## src/rtl/popcount_pkg.sv

```systemverilog
// Shared definitions for the streaming popcount: widths, mode encoding and
// the width helpers each instance uses to size its counters.
package popcount_pkg;

    localparam int unsigned DEF_DATA_W  = 32;
    localparam int unsigned DEF_CHUNK_W = 8;
    localparam int unsigned DEF_ACC_W   = 16;

    localparam logic MODE_WORD = 1'b0;
    localparam logic MODE_ACC  = 1'b1;

    // Smallest r such that 2**r >= value.
    function automatic int unsigned clog2(input int unsigned value);
        int unsigned r;
        r = 0;
        for (int i = 0; i < 32; i++) begin
            if ((64'(1) << i) < 64'(value)) begin
                r = 32'(i + 1);
            end
        end
        return r;
    endfunction

    function automatic int unsigned calc_chunks(input int unsigned data_w,
                                                input int unsigned chunk_w);
        return data_w / chunk_w;
    endfunction

    function automatic int unsigned calc_chunk_cnt_w(input int unsigned chunk_w);
        return clog2(chunk_w + 1);
    endfunction

    function automatic int unsigned calc_word_cnt_w(input int unsigned data_w);
        return clog2(data_w + 1);
    endfunction

endpackage

```

## src/rtl/popcount_stream_if.sv

```systemverilog
// Input-beat and result handshakes of the streaming popcount.
interface popcount_stream_if
    import popcount_pkg::*;
#(
    parameter int unsigned DATA_W = DEF_DATA_W,
    parameter int unsigned ACC_W  = DEF_ACC_W
);

    logic              in_valid;
    logic              in_ready;
    logic [DATA_W-1:0] in_data;
    logic              in_last;
    logic              in_mode;
    logic              out_valid;
    logic              out_ready;
    logic [ACC_W-1:0]  out_count;
    logic              out_sat;

    modport slave (
        input  in_valid, in_data, in_last, in_mode, out_ready,
        output in_ready, out_valid, out_count, out_sat
    );

    modport master (
        output in_valid, in_data, in_last, in_mode, out_ready,
        input  in_ready, out_valid, out_count, out_sat
    );

endinterface

```

## src/rtl/popcount_chunk.sv

```systemverilog
// Combinational set-bit counter for one CHUNK_W-bit slice of the input word.
module popcount_chunk
    import popcount_pkg::*;
#(
    parameter int unsigned CHUNK_W = DEF_CHUNK_W,
    parameter int unsigned CNT_W   = calc_chunk_cnt_w(CHUNK_W)
) (
    input  logic [CHUNK_W-1:0] i_data,
    output logic [CNT_W-1:0]   o_count_c
);

    always_comb begin
        o_count_c = '0;
        for (int i = 0; i < CHUNK_W; i++) begin
            o_count_c = o_count_c + CNT_W'(i_data[i]);
        end
    end

endmodule

```

## src/rtl/popcount_stream.sv

```systemverilog
// Two-stage streaming popcount: stage 1 registers per-chunk counts, stage 2
// sums them and emits per-word counts or saturating per-packet totals.
module popcount_stream
    import popcount_pkg::*;
#(
    parameter int unsigned DATA_W  = DEF_DATA_W,
    parameter int unsigned CHUNK_W = DEF_CHUNK_W,
    parameter int unsigned ACC_W   = DEF_ACC_W
) (
    input  logic             clk,
    input  logic             rst_n,
    popcount_stream_if.slave bus
);

    localparam int unsigned CHUNKS      = calc_chunks(DATA_W, CHUNK_W);
    localparam int unsigned CHUNK_CNT_W = calc_chunk_cnt_w(CHUNK_W);
    localparam int unsigned WORD_CNT_W  = calc_word_cnt_w(DATA_W);

    if (((DATA_W % CHUNK_W) != 0) || (ACC_W < WORD_CNT_W)) begin : g_param_err
        $error("popcount_stream: DATA_W must be a multiple of CHUNK_W and ACC_W must hold DATA_W");
    end

    logic                   w_advance;
    logic [CHUNK_CNT_W-1:0] w_chunk_cnt [CHUNKS];
    logic [CHUNK_CNT_W-1:0] r_s1_cnt    [CHUNKS];
    logic                   r_s1_valid;
    logic                   r_s1_mode;
    logic                   r_s1_last;

    logic [WORD_CNT_W-1:0]  w_word_cnt;
    logic [ACC_W:0]         w_acc_sum;
    logic                   w_acc_ovf;
    logic [ACC_W-1:0]       w_acc_clamped;

    logic [ACC_W-1:0]       r_acc;
    logic                   r_acc_sat;
    logic                   r_out_valid;
    logic [ACC_W-1:0]       r_out_count;
    logic                   r_out_sat;

    logic [ACC_W-1:0]       w_acc_nxt;
    logic                   w_acc_sat_nxt;
    logic                   w_out_valid_nxt;
    logic [ACC_W-1:0]       w_out_count_nxt;
    logic                   w_out_sat_nxt;

    // The whole pipeline moves together whenever the result slot can drain.
    assign w_advance    = !r_out_valid || bus.out_ready;
    assign bus.in_ready = w_advance;

    for (genvar g = 0; g < CHUNKS; g++) begin : g_chunk
        popcount_chunk #(
            .CHUNK_W (CHUNK_W),
            .CNT_W   (CHUNK_CNT_W)
        ) u_chunk (
            .i_data    (bus.in_data[g*CHUNK_W +: CHUNK_W]),
            .o_count_c (w_chunk_cnt[g])
        );
    end

    always_ff @(posedge clk) begin
        if (!rst_n) begin
            r_s1_valid <= 1'b0;
            r_s1_mode  <= MODE_WORD;
            r_s1_last  <= 1'b0;
            for (int i = 0; i < CHUNKS; i++) begin
                r_s1_cnt[i] <= '0;
            end
        end else if (w_advance) begin
            r_s1_valid <= bus.in_valid;
            r_s1_mode  <= bus.in_mode;
            r_s1_last  <= bus.in_last;
            r_s1_cnt   <= w_chunk_cnt;
        end
    end

    always_comb begin
        w_word_cnt = '0;
        for (int i = 0; i < CHUNKS; i++) begin
            w_word_cnt = w_word_cnt + WORD_CNT_W'(r_s1_cnt[i]);
        end
    end

    // One spare bit catches the carry; overflow clamps to all-ones.
    always_comb begin
        w_acc_sum     = {1'b0, r_acc} + (ACC_W+1)'(w_word_cnt);
        w_acc_ovf     = w_acc_sum[ACC_W];
        w_acc_clamped = w_acc_ovf ? {ACC_W{1'b1}} : w_acc_sum[ACC_W-1:0];
    end

    always_comb begin
        w_acc_nxt       = r_acc;
        w_acc_sat_nxt   = r_acc_sat;
        w_out_valid_nxt = r_out_valid;
        w_out_count_nxt = r_out_count;
        w_out_sat_nxt   = r_out_sat;
        if (w_advance) begin
            w_out_valid_nxt = 1'b0;
            if (r_s1_valid) begin
                if (r_s1_mode == MODE_WORD) begin
                    w_out_valid_nxt = 1'b1;
                    w_out_count_nxt = ACC_W'(w_word_cnt);
                    w_out_sat_nxt   = 1'b0;
                end else if (r_s1_last) begin
                    w_out_valid_nxt = 1'b1;
                    w_out_count_nxt = w_acc_clamped;
                    w_out_sat_nxt   = r_acc_sat | w_acc_ovf;
                    w_acc_nxt       = '0;
                    w_acc_sat_nxt   = 1'b0;
                end else begin
                    w_acc_nxt     = w_acc_clamped;
                    w_acc_sat_nxt = r_acc_sat | w_acc_ovf;
                end
            end
        end
    end

    always_ff @(posedge clk) begin
        if (!rst_n) begin
            r_acc       <= '0;
            r_acc_sat   <= 1'b0;
            r_out_valid <= 1'b0;
            r_out_count <= '0;
            r_out_sat   <= 1'b0;
        end else begin
            r_acc       <= w_acc_nxt;
            r_acc_sat   <= w_acc_sat_nxt;
            r_out_valid <= w_out_valid_nxt;
            r_out_count <= w_out_count_nxt;
            r_out_sat   <= w_out_sat_nxt;
        end
    end

    assign bus.out_valid = r_out_valid;
    assign bus.out_count = r_out_count;
    assign bus.out_sat   = r_out_sat;

endmodule

```

## src/flat_wrapper.sv

```systemverilog
// flat-port wrapper written by rule: the top's interface ports become plain ports
module popcount_stream_flat import popcount_pkg::*;
#(
    parameter int unsigned DATA_W  = DEF_DATA_W,
    parameter int unsigned CHUNK_W = DEF_CHUNK_W,
    parameter int unsigned ACC_W   = DEF_ACC_W
)
  (clk, rst_n, bus_in_valid, bus_in_data, bus_in_last, bus_in_mode, bus_out_ready, bus_in_ready, bus_out_valid, bus_out_count, bus_out_sat);
  popcount_stream_if #(.DATA_W(DATA_W), .ACC_W(ACC_W)) bus_i ();
  input  logic clk;
  input  logic rst_n;
  input wire logic [$bits(bus_i.in_valid)-1:0] bus_in_valid;
  input wire logic [$bits(bus_i.in_data)-1:0] bus_in_data;
  input wire logic [$bits(bus_i.in_last)-1:0] bus_in_last;
  input wire logic [$bits(bus_i.in_mode)-1:0] bus_in_mode;
  input wire logic [$bits(bus_i.out_ready)-1:0] bus_out_ready;
  output wire logic [$bits(bus_i.in_ready)-1:0] bus_in_ready;
  output wire logic [$bits(bus_i.out_valid)-1:0] bus_out_valid;
  output wire logic [$bits(bus_i.out_count)-1:0] bus_out_count;
  output wire logic [$bits(bus_i.out_sat)-1:0] bus_out_sat;
  assign bus_i.in_valid = bus_in_valid;
  assign bus_i.in_data = bus_in_data;
  assign bus_i.in_last = bus_in_last;
  assign bus_i.in_mode = bus_in_mode;
  assign bus_i.out_ready = bus_out_ready;
  assign bus_in_ready = bus_i.in_ready;
  assign bus_out_valid = bus_i.out_valid;
  assign bus_out_count = bus_i.out_count;
  assign bus_out_sat = bus_i.out_sat;
  popcount_stream #(.DATA_W(DATA_W), .CHUNK_W(CHUNK_W), .ACC_W(ACC_W)) u_core (.clk(clk), .rst_n(rst_n), .bus(bus_i));
endmodule
```

## config.mk

```make
export PLATFORM = sky130hd
export DESIGN_NAME = popcount_stream_flat
export DESIGN_NICKNAME = d
export VERILOG_FILES = /design/src/rtl/popcount_pkg.sv /design/src/rtl/popcount_stream_if.sv /design/src/rtl/popcount_chunk.sv /design/src/rtl/popcount_stream.sv /design/src/flat_wrapper.sv
export SDC_FILE = /design/constraint.sdc
export NUM_CORES = 1
export LEC_CHECK = 0
export CORE_AREA = 4 4 118 120
export DETAILED_ROUTE_END_ITERATION = 8
export DIE_AREA = 0 0 122 124
export GPL_TIMING_DRIVEN = 0
export PLACE_DENSITY = 0.52
export SLEW_MARGIN = 20
export SYNTH_ARGS = -nofsm -noshare
export SYNTH_HDL_FRONTEND = slang
export SYNTH_HIERARCHICAL = 1
export SYNTH_SLANG_ARGS = --single-unit
```

## constraint.sdc

```tcl
create_clock -name clk -period 3.76 [get_ports clk]
set_input_delay 0.376 -clock clk [delete_from_list [all_inputs] [get_ports clk]]
set_output_delay 0.376 -clock clk [all_outputs]
set_load 0.03 [all_outputs]
```

==> summary.md <==
| Metric | Value |
|---|---|
| Placeable Area | `about 0.013 sq mm` |
| Async SR Flop Fraction | `0%` |
| Worst setup SP type | `register` |
| # DRC | `0` |
| Final ANT Viol Nets | `0` |
| Required time of the worst setup path | `3.97 ns` |
| CTS tree | `done` |
| Fmax | `257 MHz` |
| Syn Inst Count | `457` |
| Area leader, netlist | `dfxtp_1` |
| Root buffer cell | `clkbuf_16` |
| Area grow syn2layout | `34.4%` |
| Violated checks | `negative setup slack` |
| Max Slew Vio Count | `0` |
| CTS sink count | `54` |
| Dpl hpwl | `between 7000 and 8000 um` |
| Mapped Nets | `543` |
| VDD IR max | `200 uV` |
| CP Class | `reg2reg` |
| Seq cells post-synth | `54` |
| Reg area | `around 0.0011 sq mm` |
| EDFF count, synth | `0` |
| Vias in the first global route | `approximately 3400` |
| Avg Synthesized Cell Area | `approximately 8.3 sq um` |
| Final Cell Area | `roughly 0.0051 sq mm` |
| CTS buffer count | `5` |
| Die span in x | `122 um` |
| Row count | `42` |
| # diodes | `0` |
| Slew HR | `approximately 33%` |
| Die ar. | `0.0151 sq mm` |
| DR vias/cell | `between 4 and 5` |
| Yosys warns | `6` |
| Hold Crit Class | `reg2reg` |
| Io pins | `57` |
| GRT Util Overall | `a little over an eighth` |
| Critical Path Max Stage Delay | `about 0.54 ns` |
| Fillers | `1331` |
| First-pass GRT wire length | `roughly 16000 um` |
| Multi-input logic area | `0.00253 sq mm` |
| Crit path time final | `just under 4 ns` |
| Setup violators final | `17` |
| Period utilisation layout | `104%` |
| PortBufs | `56` |
| Worst setup margin | `-0.132 ns` |
| Total number of vias | `3376` |
| Sum Neg Setup Slack | `-0.821 ns` |
| Power after layout | `2200 uW` |
| Routed WL | `9840 um` |
| Die Y | `124 um` |
| DRT iter0 DRCs | `about 170` |
| Layout cell share with drive strength beyond 1 | `approximately 17%` |
| Max-Cap Viols | `0` |
| Measured slew at the worst slew-check pin | `1.00 ns` |
| Register area share after synthesis | `about 29%` |
| Worst Path Buf+Inv | `3` |
| Top-area cell type share of the netlist area | `28.7%` |
| Worst path cell trace | `inv_2 -> fa_1 -> inv_2 -> fa_2 -> ha_4 -> fa_2 -> a21o_1 -> a21o_1 -> ha_4 -> and3_4 -> a221oi_4 -> buf_6 -> or3_4 -> and3_4 -> a211oi_2` |
| Final Wtd Congestion | `0.847` |
| Dominant cells by area after synthesis | `dfxtp_1, fa_1, inv_1, ha_1, nand2_1` |
| RSZ-0062 raised after global routing | `yes` |
| Fin nets | `between 600 and 700` |
| CP endpoint kind | `register` |
| Lkg Pwr | `0.00210 uW` |
| Post-DP Area | `0.00457 sq mm` |
| Reg clk slew, reported paths | `0.07 ns` |
| Starting Density | `a little under 30%` |
| Ys flop type | `dfxtp_1` |
| Number of unique standard cell types used by synthesis | `59` |
| Pre-antenna DRT Iters | `4` |
| Initial antenna violation count | `0` |
| Clk_skew | `~0.0077 ns` |
| Post-CTS Hold Buffers | `0` |
| Mapped cell area | `0.00377 sq mm` |
| Hold Violations, Final | `0` |
| Power Dens Cells | `433 mW/mm^2` |
| CP arrival | `4.10 ns` |
| Largest net degree at the start of global routing | `16` |
| Slowest-stage cell, CP | `fa_1` |
| Crit-path max FO | `4` |
| Avg WL per Cell | `~14 um` |
| Kind of cell adding the most delay to the critical path | `adder cells` |
| Run status | `finished with violations` |
| Htree depth | `2` |
| Grt ovf | `0` |
| Finished Core Util | `39.1%` |
| Clk_lat worst skew | `0.29 ns` |
| CTS max path bufs | `2` |
## metrics by stage
stage          worst slack, ns  cells  hold slack [ns]
5_1_grt                 -0.254    711            0.473
3_3_place_gp            -0.438    689            0.439
4_1_cts                 -0.120    709            0.455
6_report                -0.132    711            0.450
3_5_place_dp            -0.437    689            0.444
2_1_floorplan          0.00452    457            0.427
## path summary, 6_finish.rpt
kind | start | end | slack [ns] | cells after the start
min | u_core/bus.out_count[0] | u_core/bus.out_count[0] | 0.45 | 2
max | u_core/r_s1_cnt[9] | u_core/bus.out_count[5] | -0.13 | 15
min reg2reg | u_core/bus.out_count[0] | u_core/bus.out_count[0] | 0.45 | 2
max reg2reg | u_core/r_s1_cnt[9] | u_core/bus.out_count[5] | -0.13 | 15
## placed cells by master, fill, tap and decap left out, types with 9 or more instances in the layout
master | synthesis | final
clkdlybuf4s50_1 | 0 | 56
clkbuf_1 | 10 | 11
dfxtp_1 | 54 | 51
inv_1 | 80 | 76
nor2_1 | 10 | 9
ha_1 | 23 | 19
fa_1 | 25 | 23
nand2_1 | 70 | 70
a21oi_1 | 48 | 39
o21ai_0 | 26 | 12
## area by class of cell
| type | instances | area share (%) |
|---|---|---|
| flip-flops and latches | 54 | 21.4 |
| clock inverters | 1 | 0.148 |
| inverters | 81 | 6.00 |
| plain buffers | 18 | 1.83 |
| multi-input cells | 304 | 49.8 |
| well taps | 176 | 4.34 |
| clock buffers | 6 | 2.54 |
| repair buffers | 71 | 13.9 |
## what timing repair did
| item | in CTS | in global routing |
|---|---|---|
| gates cloned | 2 | 0 |
| gates resized for setup | 57 | 13 |
| pin swaps | 37 | 14 |
| setup buffers | 11 | 2 |
| setup endpoints to repair | 34 | 34 |
## power breakdown
part	switching [uW]	total [uW]	internal, uW
logic	595	1090	495
clock network	201	445	244
registers	33.7	663	629
total	829	2200	1370
## cell families after synthesis
kind of cell	share of synthesized area [%]
compound gates	19.6
xor+xnor	2.55
fa+ha+maj	20.9
buf+inv	10.3
flops	28.7
mux	1.33
simple gates	16.7
## metal layers
layer	GRT usage, %	up-vias	part of all wire (%)
met5	0	-	0
met4	4.90	0	2.4
met3	2.27	16	4.5
met2	23.4	95	50
met1	16.6	1602	43
li1	-	1663	-
## cells in the mapped netlist, drive strengths merged (3+ instances only)
cell / count
a211oi: 7
a21o: 8
a21oi: 48
a31oi: 3
and2: 3
and3: 4
buf: 8
clkbuf: 10
dfxtp: 54
fa: 25
ha: 23
inv: 80
mux2i: 5
nand2: 70
nand3: 6
nor2: 10
nor2b: 6
nor3: 10
nor3b: 3
nor4: 3
o211ai: 3
o21ai: 27
or3: 3
xnor2: 8
xor2: 3
## worst min-delay path: stages (launching register included)
cell and delay [ns]:
dfxtp_1 0.31, nand2_1 0.05, o21ai_1 0.05
## flip-flops by register name (all words and copies together) (netlist names)
register	flops
u_core/r_s1_cnt	16
u_core/bus.out_valid	1
u_core/bus.out_count	16
u_core/r_s1_mode	1
u_core/r_s1_valid	1
u_core/r_acc_sat	1
u_core/bus.out_sat	1
u_core/r_acc	16
u_core/r_s1_last	1
Note: power is estimated with default switching activity, not from simulation.
